**src/rtl/gmii_pkg.sv**
```systemverilog
// Shared definitions for the GMII transmit path: scheduler state encoding,
// source select codes and the burst/gap defaults also used by gmii_tx.
package gmii_pkg;

  localparam int unsigned DEF_VBURST  = 160;
  localparam int unsigned DEF_ABURST  = 8;
  localparam int unsigned DEF_IFG_CYC = 12;
  localparam int unsigned DEF_TIMEOUT = 4095;

  localparam logic SEL_VIDEO = 1'b0;
  localparam logic SEL_AUDIO = 1'b1;

  typedef enum logic [1:0] {
    S_IDLE,
    S_ISSUE,
    S_WAIT,
    S_GAP
  } sched_state_e;

  // An audio frame carries whatever is queued, capped at one full burst.
  function automatic logic [10:0] audio_len(input logic [7:0] count, input logic [7:0] burst);
    return (count < burst) ? {3'b000, count} : {3'b000, burst};
  endfunction

endpackage

```
**src/rtl/sched_rr2.sv**
```systemverilog
// Two-requester round-robin picker: bit 0 is video, bit 1 is audio; on a tie
// the requester that was not served last wins.
module sched_rr2 (
  input  logic [1:0] req_i,
  input  logic       last_i,
  output logic [1:0] gnt_o
);

  always_comb begin
    gnt_o = req_i;
    if (req_i == 2'b11) begin
      gnt_o = last_i ? 2'b01 : 2'b10;
    end
  end

endmodule

```
**src/rtl/gmii_tx_sched.sv**
```systemverilog
// Frame scheduler sharing one GMII transmit path between the video line FIFO
// and the audio/aux FIFO: pick a source, issue a start, wait for done, hold the gap.
module gmii_tx_sched
  import gmii_pkg::*;
#(
  parameter int unsigned VBURST  = DEF_VBURST,
  parameter int unsigned ABURST  = DEF_ABURST,
  parameter int unsigned IFG_CYC = DEF_IFG_CYC,
  parameter int unsigned TIMEOUT = DEF_TIMEOUT
) (
  input  logic        sys_clk_i,
  input  logic        sys_rst_i,
  input  logic        v_empty_i,
  input  logic [10:0] v_count_i,
  input  logic        a_empty_i,
  input  logic [7:0]  a_count_i,
  input  logic        adesig_i,
  input  logic        tx_done_i,
  output logic        start_o,
  output logic        sel_o,
  output logic [10:0] len_o,
  output logic        busy_o,
  output logic        err_timeout_o,
  output logic [15:0] v_frames_o,
  output logic [15:0] a_frames_o
);

  localparam logic [10:0] VBURST_W     = 11'(VBURST);
  localparam logic [7:0]  ABURST_W     = 8'(ABURST);
  localparam logic [11:0] IFG_LAST     = 12'(IFG_CYC - 1);
  localparam logic [11:0] TIMEOUT_LAST = 12'(TIMEOUT - 1);

  sched_state_e state_q;
  logic [11:0]  cnt_q;
  logic         start_q;
  logic         sel_q;
  logic [10:0]  len_q;
  logic         busy_q;
  logic         err_q;
  logic [15:0]  vfr_q;
  logic [15:0]  afr_q;
  logic         last_sel_q;
  logic         adesig_q;
  logic         a_flush_q;
  logic         a_flush_d;

  logic         v_elig;
  logic         a_elig;
  logic [1:0]   gnt;
  logic         a_fall;
  logic         audio_grant;

  assign v_elig      = !v_empty_i && (v_count_i >= VBURST_W);
  assign a_elig      = !a_empty_i && ((a_count_i >= ABURST_W) || a_flush_q);
  assign a_fall      = adesig_q && !adesig_i;
  assign audio_grant = (state_q == S_IDLE) && gnt[1];

  sched_rr2 u_rr (
    .req_i  ({a_elig, v_elig}),
    .last_i (last_sel_q),
    .gnt_o  (gnt)
  );

  // A closing audio window lets a short tail go out instead of waiting for a full burst.
  always_comb begin
    a_flush_d = a_flush_q;
    if (a_empty_i) begin
      a_flush_d = 1'b0;
    end else if (a_fall) begin
      a_flush_d = 1'b1;
    end else if (audio_grant) begin
      a_flush_d = 1'b0;
    end
  end

  always_ff @(posedge sys_clk_i or posedge sys_rst_i) begin
    if (sys_rst_i) begin
      state_q    <= S_IDLE;
      cnt_q      <= '0;
      start_q    <= 1'b0;
      sel_q      <= SEL_VIDEO;
      len_q      <= '0;
      busy_q     <= 1'b0;
      err_q      <= 1'b0;
      vfr_q      <= '0;
      afr_q      <= '0;
      last_sel_q <= SEL_AUDIO;
      adesig_q   <= 1'b0;
      a_flush_q  <= 1'b0;
    end else begin
      start_q   <= 1'b0;
      adesig_q  <= adesig_i;
      a_flush_q <= a_flush_d;
      unique case (state_q)
        S_IDLE: begin
          if (|gnt) begin
            sel_q      <= gnt[1];
            last_sel_q <= gnt[1];
            len_q      <= gnt[1] ? audio_len(a_count_i, ABURST_W) : VBURST_W;
            if (gnt[1]) begin
              afr_q <= afr_q + 16'd1;
            end else begin
              vfr_q <= vfr_q + 16'd1;
            end
            start_q <= 1'b1;
            busy_q  <= 1'b1;
            state_q <= S_ISSUE;
          end
        end
        S_ISSUE: begin
          cnt_q   <= '0;
          state_q <= S_WAIT;
        end
        S_WAIT: begin
          if (tx_done_i) begin
            cnt_q   <= '0;
            state_q <= S_GAP;
          end else if (cnt_q == TIMEOUT_LAST) begin
            err_q   <= 1'b1;
            cnt_q   <= '0;
            state_q <= S_GAP;
          end else begin
            cnt_q <= cnt_q + 12'd1;
          end
        end
        S_GAP: begin
          // Inputs are not looked at here, so the gap cannot be shortened.
          if (cnt_q == IFG_LAST) begin
            busy_q  <= 1'b0;
            state_q <= S_IDLE;
          end else begin
            cnt_q <= cnt_q + 12'd1;
          end
        end
        default: state_q <= S_IDLE;
      endcase
    end
  end

  assign start_o       = start_q;
  assign sel_o         = sel_q;
  assign len_o         = len_q;
  assign busy_o        = busy_q;
  assign err_timeout_o = err_q;
  assign v_frames_o    = vfr_q;
  assign a_frames_o    = afr_q;

endmodule

```
**config.mk**
```make
export PLATFORM = sky130hd
export DESIGN_NAME = gmii_tx_sched
export DESIGN_NICKNAME = d
export VERILOG_FILES = /design/src/rtl/gmii_pkg.sv /design/src/rtl/sched_rr2.sv /design/src/rtl/gmii_tx_sched.sv
export SDC_FILE = /design/constraint.sdc
export NUM_CORES = 1
export LEC_CHECK = 0
export CORE_UTILIZATION = 49
export CTS_CLUSTER_SIZE = 12
export DETAILED_ROUTE_END_ITERATION = 7
export PLACE_DENSITY = 0.89
export SYNTH_ARGS = -nofsm -noshare
export SYNTH_HDL_FRONTEND = slang
export SYNTH_HIERARCHICAL = 1
export SYNTH_SLANG_ARGS = --single-unit
```
**constraint.sdc**
```tcl
create_clock -name sys_clk_i -period 3.1 [get_ports sys_clk_i]
set_clock_uncertainty 0.15 [all_clocks]
set_input_delay 0.775 -clock sys_clk_i [delete_from_list [all_inputs] [get_ports sys_clk_i]]
set_output_delay 0.775 -clock sys_clk_i [all_outputs]
set_load 0.01 [all_outputs]
```
* Yosys cells after proc, flatten, opt, wreduce, memory -nomap -nowiden *
Cells that the tools add are included.

word-level totals
  register bits = 64
  output and inout port bits = 47
  bits of input ports = 25
  word-level logic and storage cells = 71

operators by class
  equality and inequality tests = 10
  bitwise operators = 2
  $lt $le $gt $ge = 3
  add/sub/neg operators = 3
  reductions and logical operators = 20
  mux-type cells = 21

operators by type and width
  cell                                                                    count
  12-bit two-way mux                                                      3
  12-bit case mux with 3 select lines                                     1
  16-bit by 1-bit adder with 16-bit output, second input constant         2
  8-bit two-way mux                                                       2
  3-bit AND reduction                                                     5
  12-bit by 1-bit adder with 12-bit output, second input constant         1
  12-bit equality test, second input constant                             1
  12-bit by 4-bit equality test with 1-bit output, second input constant  1
  2-bit two-way mux                                                       6
  11-bit by 8-bit >= comparator with 1-bit output, second input constant  1
  8-bit by 4-bit >= comparator with 1-bit output, second input constant   1
  8-bit by 4-bit < comparator with 1-bit output, second input constant    1
  2-bit case mux with 4 select lines                                      1
  1-bit two-way mux                                                       7
  2-bit equality test, second input constant                              3
  3-bit nonzero test                                                      2
  1-bit logical AND                                                       4
  2-bit != test, second input constant                                    2
  2-bit AND reduction                                                     2
  1-bit logical NOT                                                       3
  3-bit != test, second input constant                                    1
  2-bit by 1-bit equality test with 1-bit output, second input constant   1
  2-bit logical NOT                                                       1
  2-bit by 1-bit != test with 1-bit output, second input constant         1
  other kinds (5)                                                         6

* Logic depth before layout (Yosys ltp) *
Gate-level depths: netlist of run 1.

  depth in word-level cells = 9
  mapped depth = 9
  depth with buffers taken out = 8

* Hierarchy *
The synthesis of run 1 kept the hierarchy.

modules (own cells, without submodules)
  module         sequential area each (um^2)  area an instance (um^2)  cells each  times used
  gmii_tx_sched  1,527.7                      2,879.0                  272         1
  sched_rr2      0.0                          18.8                     3           1

* Least setup slack after synthesis of run 1 *
Ideal clock, no wire load.

  kind = input to register
  from = in a_count_i[7]
  to = reg vfr_q[13], in the netlist v_frames_o[13]
  setup slack = 0.166 ns
  library setup time = 0.125 ns
  data required time = 2.825 ns
  buffers on the path = 0
  data arrival time = 2.659 ns
  stages on the path = 8
  path through = or4_1 > nor3_1 > nor2_1 > a21boi_1 > nand2_1 > nor4_2 > nand4_1 > xnor2_1

on the way
  word-level cells in the longest chain between the ends = 7

ends and longest elaborated chain
  item                                            line                  RTL
  start: declaration                              gmii_tx_sched.sv:16   input logic [7:0] a_count_i,
  8-bit by 4-bit >= comparator with 1-bit output  gmii_tx_sched.sv:54   assign a_elig = !a_empty_i && ((a_count_i >= ABURST_W) || a_flush_q);
  1-bit logical OR                                gmii_tx_sched.sv:54
  1-bit logical AND                               gmii_tx_sched.sv:54
  named net a_elig                                gmii_tx_sched.sv:48   logic a_elig;
  2-bit equality test                             sched_rr2.sv:11       if (req_i == 2'b11) begin
  2-bit two-way mux                               sched_rr2.sv:11
  named net gnt[0]                                gmii_tx_sched.sv:49   logic [1:0] gnt;
  2-bit OR reduction                              gmii_tx_sched.sv:96   if (|gnt) begin
  3-bit AND reduction (no source line)            n/a
  end signal: assignment                          gmii_tx_sched.sv:103  vfr_q <= vfr_q + 16'd1;
  end: declaration                                gmii_tx_sched.sv:40   logic [15:0] vfr_q;

The timed path passes the listed nets, and every way through them passes these cells.
A chain may end at the register's enable or synchronous reset.

* Worst setup path in the final report of run 1 *
  from = in a_count_i[3]
  to = reg vfr_q[6], in the netlist v_frames_o[6]

on the way
  word-level cells in the longest chain between the ends = 7

ends and longest elaborated chain
  item                                              line
  8-bit by 4-bit >= comparator with 1-bit output *  gmii_tx_sched.sv:54
  1-bit logical OR *                                gmii_tx_sched.sv:54
  1-bit logical AND *                               gmii_tx_sched.sv:54
  named net a_elig                                  gmii_tx_sched.sv:48
  2-bit equality test                               sched_rr2.sv:11
  2-bit two-way mux *                               sched_rr2.sv:11
  named net gnt[1]                                  gmii_tx_sched.sv:49
  2-bit OR reduction or 1-bit NOT (tied branches)   n/a
  3-bit AND reduction (no source line) *            n/a

The timed path passes the listed nets; every way through them passes the cells marked *.

==> results of run 1 <==
## per-layer routing
layer,track usage,vias to the layer above,part of all wire
met5,0,-,0
met4,0.142,0,0.027
met3,0.0414,18,0.061
met2,0.377,100,0.50
met1,0.276,1212,0.41
li1,-,1140,-
## how the worst max path moves through the flow
stage | startpoint | end | slack, ns | cells after the start
after floorplan | a_count_i[7] | v_frames_o[13] | 0.17 | 8
after global placement | a_count_i[7] | v_frames_o[6] | -0.20 | 11
after detailed placement | a_count_i[7] | v_frames_o[10] | -0.25 | 11
after CTS | a_count_i[7] | v_frames_o[6] | 0.08 | 11
after global routing | a_count_i[3] | v_frames_o[10] | 0.00008 | 11
final | a_count_i[3] | v_frames_o[6] | 0.15 | 11
## critical path: cells and delay by family
| family | cells | cell delay [ns] |
|---|---|---|
| simple gates | 6 | 1.28 |
| buf+inv | 3 | 0.72 |
| compound gates | 1 | 0.16 |
| xor+xnor | 1 | 0.14 |
## synth_stat cells (all sizes together), types with 7 or more instances
| cell | instances |
|---|---|
| nand4 | 10 |
| nor3 | 11 |
| buf | 7 |
| ha | 7 |
| dfrtp | 60 |
| xnor2 | 20 |
| nand3 | 14 |
| inv | 14 |
| o21ai | 9 |
| nand2 | 29 |
| a21oi | 10 |
| xor2 | 11 |
| nor2 | 15 |
## power groups by stage
stage	Sequential, W	Clock [W]	Combinational (W)
after detailed placement	0.00104	0	0.000737
after CTS	0.00104	0.000870	0.000756
after floorplan	0.00106	0	0.000383
final	0.00104	0.000862	0.000763
after global routing	0.00105	0.000909	0.000823
after global placement	0.00103	0	0.000707
## final cells by class
type                    instances  area, sq um
fillers                       421         1620
flip-flops and latches         61         1530
multi-input cells             194         1290
repair buffers                 82          786
clock buffers                  12          145
clock inverters                 4         95.1
well taps                      72         90.1
inverters                      14         52.6
## per-stage QoR
stage	setup TNS [ns]	power [W]
detailed placement	-3.70	0.00178
global route	0	0.00278
finish	0	0.00266
global placement	-2.62	0.00174
floorplan	0	0.00144
CTS	0	0.00266
## logic make-up (layout without fill, tap and decap cells)
group / count (synthesis) / in the layout
AOI/OAI and AO/OA: 42 / 42
buffers and inverters: 22 / 112
adders and majority gates: 7 / 7
xor gates and xnor gates: 31 / 31
and+or+nand+nor: 109 / 109
DFF: 61 / 61
other: 1 / 3
muxes: 2 / 2
## registers in the layout (all words and copies together), names as in the netlist
register / flops
err_timeout_o: 1
cnt_q: 12
busy_o: 1
last_sel_q: 1
a_flush_q: 1
start_o: 1
len_o: 8
state_q: 2
adesig_q: 1
sel_o: 1
v_frames_o: 16
a_frames_o: 16
## repair_timing
item                       4_1_cts  5_1_grt
buffers inserted                 0        2
setup endpoints to repair        0       10
gates resized for setup          0        5
==> results by group, run 1 <==
Run status
  – Outcome: finished clean

Detailed routing
  – Pre-antenna DRT Iters: 5
  – Wire length per cell: between 15 and 20 um
  – Vias per cell: 5.63
  – Routed Antenna Nets: 0
  – Drt total wl: slightly below 7000 um
  – Starting DRT DRC Count: 191
  – Remaining DRCs: 0
  – Via Count: 2470

Clock network
  – Root buffer cell: clkbuf_8
  – H-tree Lvls: 3
  – Clock Pin Slew Worst Setup and Hold Paths: 0.06 ns
  – Total CTS buffers: 9
  – TritonCTS Sinks: 61
  – Clk_lat worst skew: roughly 0.34 ns
  – Cts hold-fix bufs: 0
  – CTS tree: yes
  – Clk buf depth: 2

Global route
  – First-pass GRT wire length: ~11000 um
  – Initial antenna violation count: 0
  – Global route overflow: 0
  – Largest net degree at the start of global routing: 39
  – Vias in the first global route: 2330
  – Total GRT Usage: 0.228

Setup path
  – Setup CP Type: primary input to flop
  – Internal reg-to-reg setup slack: 0.81 ns
  – CP cell instances: clkdlybuf4s50_1 > or4_4 > nor3_4 > nor2_1 > a21boi_1 > buf_4 > nand4b_1 > nor2_1 > buf_4 > and3_1 > xor2_1
  – Cells on worst reg2reg path: 6
  – Worst EP required: 3.22 ns
  – Critical path arrival: 3.07 ns
  – Slowest cell on the critical path: or4_4
  – Reg-to-reg endpoint: a_frames_o[12]
  – Crit. End Element: flop
  – CP peak stage delay: 0.57 ns
  – Crit Path Max Fanout: 6
  – R2R Path Start: state_q[0]
  – Type of element launching the critical path: primary input

Yosys
  – Sequential-to-total area share from yosys stat: 0.527
  – Synth area leaders: dfrtp_1, xnor2_1, nand2_1
  – Synth Area in Simple Gates: 0.204
  – Yosys Warn Count: 6
  – Largest area contributor in the synthesized netlist: dfrtp_1
  – Mapped Area: 2900 sq um
  – Ys async rst share: 1.00
  – Post-synth EDFFs: 0
  – Yosys cell types: 52
  – Post-Synthesis Cells: between 200 and 300
  – #FFs+latches synth: 61
  – Syn Area/Cell: 10.5 sq um
  – Synth Area in XOR/XNOR: 0.0937
  – Combinational family with the most area after synthesis: simple AND/OR/NAND/NOR gates
  – Post-synthesis adder-cell area fraction: 0.0302
  – Area share of the largest cell type after synthesis: 0.518
  – Compound-Gate Fraction of Synth Area: 0.0997
  – Mux contribution to synthesized area: 0.00777
  – Prevailing post-synth register cell: dfrtp_1

Floorplanning
  – # IOs: 72
  – Placeable Area: about 5600 sq um
  – Horiz. Die Dim: 78.9 um
  – Die Span Y: between 70 and 80 um
  – Row count: 27
  – Die footprint: 6230 sq um
  – Initial Util: 0.517

Cells and area
  – # diodes: 0
  – Number of nets in the final layout: 394
  – Final Non-Filler Cells: about 440
  – Fraction of layout cells with a size suffix above 1: 0.131
  – Area Overhead vs Synth: 37.7%
  – Final std cell area, no fill: 3990 sq um
  – Commonest non-fill, non-tap cell in the layout: clkdlybuf4s50_1
  – Final Core Density: 0.712
  – Commonest cells after routing, fill and taps aside: clkdlybuf4s50_1, dfrtp_1, nand2_1, xnor2_1, buf_4

Power
  – Clock Power Share: 0.324
  – Internal: 0.00183 W
  – Lkg Pwr: around 1.8 nW
  – Combinational fraction of design power: 0.286
  – NetSw: ~0.00083 W
  – P per Cell Area: 668 nW/um^2
  – VDD IR max: 463 uV
  – Seq pwr share: 0.390
  – Switching Share: 0.312

Timing
  – Number of setup violations in the final report: 0
  – Final Hold Fails: 0
  – Normalized max-slew margin: 0.547
  – Unrepaired setup endpoints after global routing: no
  – Minimum clock period: 2.95 ns
  – Max Transition Viols Final: 0
  – Tcrit/Tclk final: 0.952
  – FMAX: 339 MHz
  – Setup slack after layout: 0.148 ns
  – Hold WS: 0.322 ns
  – Slew @ Worst Pin: 0.673 ns

Place
  – Post-DP HPWL: roughly 4500 um
  – Area of placed instances: around 3700 sq um
  – Gpl congestion: 0.821
  – Buffers on Ports: 63
  – Number of instances in the placed design: 421
  – Pre-CTS setup slack: -0.246 ns

Hold path
  – Hold Startpoint: err_timeout_o
  – Hold-critical path depth: 1
  – Min-Delay Endpoint: err_timeout_o
  – Hold WC Path Type: flop to flop

Job
  – Max Cap Viol: 0
Note: power is estimated with default switching activity, not from simulation.
==> inputs of run 2 (changes only) <==
- CELL_PAD_IN_SITES_DETAIL_PLACEMENT: default -> 0
- CELL_PAD_IN_SITES_GLOBAL_PLACEMENT: default -> 1
- CORE_UTILIZATION: 49 -> 39
- CTS_BUF_LIST: default -> sky130_fd_sc_hd__clkbuf_4
- PLACE_DENSITY: 0.89 -> 0.91
==> run 2 against run 1 <==
Utilization decreased by 17 points; register-to-register slack improved by 0.11 ns; count of clock-buffer cells in the layout decreased by 2; highest routed layer unchanged; via count decreased by 6.7%; largest cell class unchanged; cell count increased by 5.7%; combinational power decreased by 5.4%; critical path type unchanged.
==> results by group, run 2 (synthesized netlist as in run 1, its figures left out) <==
Global route
  – Vias in the first global route: 2137
  – Total GRT Usage: 0.168
  – Initial antenna violation count: 0
  – First-pass GRT wire length: 9970 um
  – Largest net degree at the start of global routing: 40
  – Global route overflow: 0

Cells and area
  – Final Core Density: 0.539
  – Fraction of layout cells with a size suffix above 1: 0.121
  – Register area: 1530 sq um
  – # diodes: 0
  – Commonest non-fill, non-tap cell in the layout: clkdlybuf4s50_1
  – Area of the multi-input gates: 1270 sq um
  – Commonest cells after routing, fill and taps aside: clkdlybuf4s50_1, dfrtp_1, nand2_1, xnor2_1, buf_4
  – Area Overhead vs Synth: 34.2%
  – Number of nets in the final layout: 392
  – # fillers: between 600 and 700

Place
  – Buffers on Ports: 63
  – Post-DP HPWL: between 4000 and 5000 um
  – Gpl congestion: roughly 0.79

Job
  – Max Cap Viol: 0

Clock network
  – Root buffer cell: clkbuf_4
  – CTS tree: yes
  – TritonCTS Sinks: 61
  – Cts repair resizes: 0
  – H-tree Lvls: 3
  – Clk_lat worst skew: 0.39 ns
  – Total CTS buffers: 9
  – Setup bufs post-CTS: 0
  – Clock Pin Slew Worst Setup and Hold Paths: about 0.11 ns
  – Cts hold-fix bufs: 0
  – Clk buf depth: 2

Setup path
  – Setup CP Type: primary input to flop
  – CP peak stage delay: roughly 0.56 ns
  – Worst EP required: 3.23 ns
  – Slowest cell on the critical path: or4_1
  – Critical path arrival: 3.08 ns
  – Crit Path Max Fanout: 3
  – CP cell instances: clkdlybuf4s50_1 > or4_1 > nor3_1 > nor2_1 > a21boi_0 > buf_4 > nor3b_1 > nor3_2 > mux2_1
  – Worst path top cell family by delay: simple AND/OR/NAND/NOR gates
  – Buf+Inv Stages, Crit Path: 2
  – Crit. End Element: flop
  – Type of element launching the critical path: primary input

Run status
  – Outcome: finished clean

Power
  – Lkg Pwr: 1.73 nW
  – VDD IR max: 356 uV
  – P per Cell Area: 590 nW/um^2

Detailed routing
  – Routed Antenna Nets: 0
  – Wire length per cell: around 13 um
  – Vias per cell: 4.97
  – Starting DRT DRC Count: 173
  – Via Count: 2304
  – Remaining DRCs: 0
  – Pre-antenna DRT Iters: 4
  – Drt total wl: 5980 um

Floorplanning
  – Die footprint: 7780 sq um
  – Die Span Y: a little under 90 um
  – Initial Util: 0.402
  – Row count: 31
  – Horiz. Die Dim: 88.2 um
  – Placeable Area: 7210 sq um
  – # IOs: approximately 70

Hold path
  – Hold WC Path Type: flop to flop

Timing
  – Unrepaired setup endpoints after global routing: no
  – Max Transition Viols Final: 0
  – Tcrit/Tclk final: 0.952
  – Normalized max-slew margin: 0.554
  – Number of setup violations in the final report: 0
  – Slew @ Worst Pin: 0.663 ns
  – Final Hold Fails: 0
  – Hold WS: 0.322 ns
  – FMAX: 339 MHz
  – Minimum clock period: 2.95 ns
## run 2: changes by cell type in the layout (fill, tap and decap cells not counted), moves of 2 or more
cell / before / now
buf_4: 18 / 16
clkinv_4: 0 / 2
clkbuf_1: 2 / 0
clkbuf_8: 10 / 0
bufinv_16: 3 / 1
clkbuf_4: 0 / 10
## run 2: metrics by stage
stage	power (W)	instance area (sq um)	setup TNS, ns	instances	worst slack, ns
2_1_floorplan	0.00144	2910	0	277	0.166
3_3_place_gp	0.00175	3750	-2.35	448	-0.206
3_5_place_dp	0.00177	3750	-3.16	448	-0.277
4_1_cts	0.00233	3890	0	464	0.167
5_1_grt	0.00244	3890	0	464	0.0308
6_report	0.00229	3890	0	464	0.149
## run 2: power breakdown
part / leakage, nW / switching (W) / internal [W] / total, W
combinational: 0.851 / 0.000366 / 0.000356 / 0.000722
clock: 0.0740 / 0.000291 / 0.000254 / 0.000545
sequential: 0.803 / 0.000114 / 0.000913 / 0.00103
## run 2: cell type report
class / instances / area share
Clock buffer: 10 / 0.0193
Tap cell: 99 / 0.0319
Timing Repair Buffer: 80 / 0.198
Inverter: 14 / 0.0135
Clock inverter: 6 / 0.0164
Multi-Input combinational cell: 194 / 0.328
Sequential cell: 61 / 0.393
## run 2: path summary, 6_finish.rpt
path	start	end	slack [ns]	depth (start not counted)
setup / recovery	a_count_i[7]	state_q[1]	0.15	9
hold / removal	last_sel_q	last_sel_q	0.32	2
setup reg to reg	a_flush_q	a_frames_o[12]	0.92	8
hold reg to reg	last_sel_q	last_sel_q	0.32	2
max in group asynchronous	sys_rst_i	last_sel_q	1.59	3
min in group asynchronous	sys_rst_i	a_frames_o[14]	0.56	2
## run 2: worst reg2reg max path: cells and delay by family, from the launching register on
| kind | cells | cell delay, ns |
|---|---|---|
| simple gates | 5 | 0.92 |
| buf+inv | 1 | 0.19 |
| xor+xnor | 1 | 0.17 |
| flops | 1 | 0.36 |
| compound gates | 1 | 0.32 |
## run 2: per-layer routing
metal  share of wire  track usage  vias to the layer above
li1                -            -                     1148
met1            0.48        0.232                     1085
met2            0.46        0.250                       63
met3           0.043       0.0339                        8
met4           0.017       0.0865                        0
met5               0            0                        -
